<file path="config.mk">
export PLATFORM = sky130hd
export DESIGN_NAME = fa_4_1bit
export DESIGN_NICKNAME = d
export VERILOG_FILES = /design/src/rtl/fa_4_1bit.sv
export SDC_FILE = /design/constraint.sdc
export NUM_CORES = 1
export LEC_CHECK = 0
export CAP_MARGIN = 30
export CORE_AREA = 4 4 41 43
export CTS_BUF_LIST = sky130_fd_sc_hd__clkbuf_8
export CTS_CLUSTER_SIZE = 28
export DETAILED_ROUTE_END_ITERATION = 10
export DIE_AREA = 0 0 45 47
export PLACE_DENSITY_LB_ADDON = 0.1
export SETUP_SLACK_MARGIN = 0.3
export SYNTH_ARGS = -nofsm -noshare
export SYNTH_HDL_FRONTEND = slang
export SYNTH_SLANG_ARGS = --single-unit
</file>
<file path="constraint.sdc">
create_clock -name clk -period 2.5 [get_ports clk]
set_input_delay 0.5 -clock clk [delete_from_list [all_inputs] [get_ports clk]]
set_output_delay 0.5 -clock clk [all_outputs]
set_load 0.05 [all_outputs]
</file>
<file path="src/rtl/fa_4_1bit.sv">
// Registered 4-bit ripple-carry adder: {cout, sum} = a + b + cin, one cycle latency.
// Built from four chained fa_1bit cells; the ripple path is the critical path.

module fa_1bit (
    input  logic x,
    input  logic y,
    input  logic ci,
    output logic s,
    output logic co
);

    logic p;

    assign p  = x ^ y;
    assign s  = p ^ ci;
    assign co = (x & y) | (ci & p);

endmodule

module fa_4_1bit (
    input  logic       clk,
    input  logic       rst_n,
    input  logic [3:0] a,
    input  logic [3:0] b,
    input  logic       cin,
    output logic [3:0] sum,
    output logic       cout
);

    logic [4:0] carry;
    logic [3:0] sum_d;
    logic       cout_d;
    logic [3:0] sum_q;
    logic       cout_q;

    assign carry[0] = cin;

    // carry[gi+1] is the carry out of cell gi; no lookahead by design.
    generate
        for (genvar gi = 0; gi < 4; gi++) begin : g_cell
            fa_1bit u_cell (
                .x  (a[gi]),
                .y  (b[gi]),
                .ci (carry[gi]),
                .s  (sum_d[gi]),
                .co (carry[gi+1])
            );
        end
    endgenerate

    assign cout_d = carry[4];

    always_ff @(posedge clk) begin
        if (!rst_n) begin
            sum_q  <= 4'b0000;
            cout_q <= 1'b0;
        end else begin
            sum_q  <= sum_d;
            cout_q <= cout_d;
        end
    end

    assign sum  = sum_q;
    assign cout = cout_q;

endmodule

</file>
==> metrics.txt <==
CTS tree=yes; vias per inst=3.31; Root Driver=clkbuf_8; Final HPWL DP=374 µm; row count=13; Worst Tran Pin Value=0.492 ns; critical path depth in cells=9; final worst slack=0.377 ns; Seq cells post-synth=5; post-synth cell types=5; max_slew headroom=67.1%; Max IR drop VDD=0.170 mV; synth top area cells=dfxtp_1 40%, fa_1 32%, inv_1 11%; Finish-stage setup viols=0; CP top delay family=adder cells; CP required=2.66 ns; Die Wd=roughly 45 µm; # fillers=140; dpl ws=-0.200 ns; mapped cell area=roughly 250 µm²; clock slew seen by the registers of the worst setup and hold paths=0.03 ns; sequential element share of the synthesized area=about two fifths; Post-Synthesis Cells=21; pwr dens=691 mW/mm²; pin count of the biggest net entering global routing=6; vias in the first global route=172; area occupied by multi-input gates=129 µm²; WHS Endpoint=sum[1]; syn nets=36; Design Power=322 µW; drt total wl=431 µm; full die area=between 0.002 and 0.0025 mm²; total of max-cap violations=0; RSZ-0062 raised after global routing=no; GP Congestion=0.559; CP Cell Sequence=clkdlybuf4s15_1, inv_2, fa_2, inv_2, fa_2, fa_2, inv_2, fa_1, and2b_2; Register Area=100 µm²; cell depth of the worst min-delay path=3; Synthesis Warnings=0; first-pass GRT wire length=621 µm; initial antenna violation count=0; IO Count=16; Crit Path Class=in2reg; final non-filler cell total=55; placed inst area=around 420 µm²; critical path's slowest cell=fa_1; htree depth=1; startpoint types=input port; min-delay src=b[1]; top cell type's share of synthesized area=about two fifths; global route total overflow=0; post-route cell area=465 µm²; hold crit path type=in2reg; max-slew violations=0; Num CTS Buffers=3; Via Count=182; initial DRC count=0; worst stage delay on the critical path=0.40 ns; count of input and output buffers=15; shortest period the worst path allows=2.12 ns; gr usage total=between 5 and 6%; Tcrit/Tclk final=84.9%; fmax=0.471 GHz; hold_ws=0.760 ns; crit-path max FO=1; Critical Path Sink Type=register; clk buf depth=2; share of cells above drive strength 1=42.5%; crit path DAT=2.29 ns; Inst Count DP=51; antenna fix cells=0; drt wl/cell=7.84 µm; Core Region=0.00130 mm²; CTS sink cnt=5; drt drc=0; iteration count of the initial detailed-routing pass=1; syn avg cell area=11.8 µm²; crit path buf inv count=4; biggest area consumer among synthesized cells=dfxtp_1; status=complete, no violations; final hold vios=0; Die H=47 µm; starting density of the core=19.0%; Area Growth Syn to Fin=87.9%; layout net count=56; Lkg Pwr=0.000218 µW; Detail Route Antenna Nets=0
-- repair_timing --
action,in CTS,in global routing
gates resized for setup,16,2
pin swaps,4,3
setup buffers,0,0
setup endpoints to repair,2,1
hold buffers,0,0
cloned,0,0
-- registers in the layout, summed over array words and instances (netlist names) --
name  count
cout      1
sum       4
-- routing by layer --
layer | GRT usage, % | wire, µm
met3 | 3.45 | 79
met2 | 7.06 | 219
met5 | 0 | 0
met4 | 8.77 | 4
met1 | 3.72 | 128
-- synthesized netlist by cell type, drive strengths merged --
| library cell | n |
|---|---|
| inv | 7 |
| dfxtp | 5 |
| fa | 4 |
| and2b | 3 |
| and2 | 2 |
-- layout make-up --
| type | count | area share (%) |
|---|---|---|
| multi-input cells | 9 | 27.7 |
| well taps | 15 | 4.03 |
| repair buffers | 15 | 31.5 |
| flip-flops and latches | 5 | 21.5 |
| clock buffers | 3 | 8.87 |
| inverters | 7 | 5.65 |
| clock inverters | 1 | 0.806 |
-- power breakdown --
group,switching [µW],internal (µW)
sequential,1.87,89.4
clock,36.7,105
combinational,48.7,40.1
-- worst max path at each step --
stage | startpoint | endpoint
6_report | b[0] | sum[3]
3_3_place_gp | a[0] | sum[3]
3_5_place_dp | a[0] | sum[3]
2_1_floorplan | a[0] | sum[3]
5_1_grt | b[0] | sum[3]
4_1_cts | cin | sum[3]
-- placed cells by master (no fill, tap or decap) --
cell type	n
dfxtp_1	5
clkbuf_8	3
inv_2	5
fa_2	3
clkdlybuf4s15_1	2
and2b_2	3
fa_1	1
clkdlybuf4s50_1	10
dlymetal6s2s_1	1
and2_2	2
dlygate4sd2_1	1
inv_1	3
buf_2	1
-- per-stage QoR --
| step | util, % | TNS [ns] |
|---|---|---|
| floorplan | - | 0 |
| global placement | 32.0 | -0.152 |
| detailed placement | 32.0 | -0.223 |
| CTS | 35.6 | 0 |
| global route | 35.8 | 0 |
| finish | 35.8 | 0 |
-- logic make-up (layout without fill, tap and decap cells) --
family / after synthesis / in the layout / share of synthesized area [%]
fa+ha+maj: 4 / 4 / 32.3
buf+inv: 7 / 26 / 10.6
flops: 5 / 5 / 40.4
simple gates: 5 / 5 / 16.7
(Power assumes the default switching activity.)
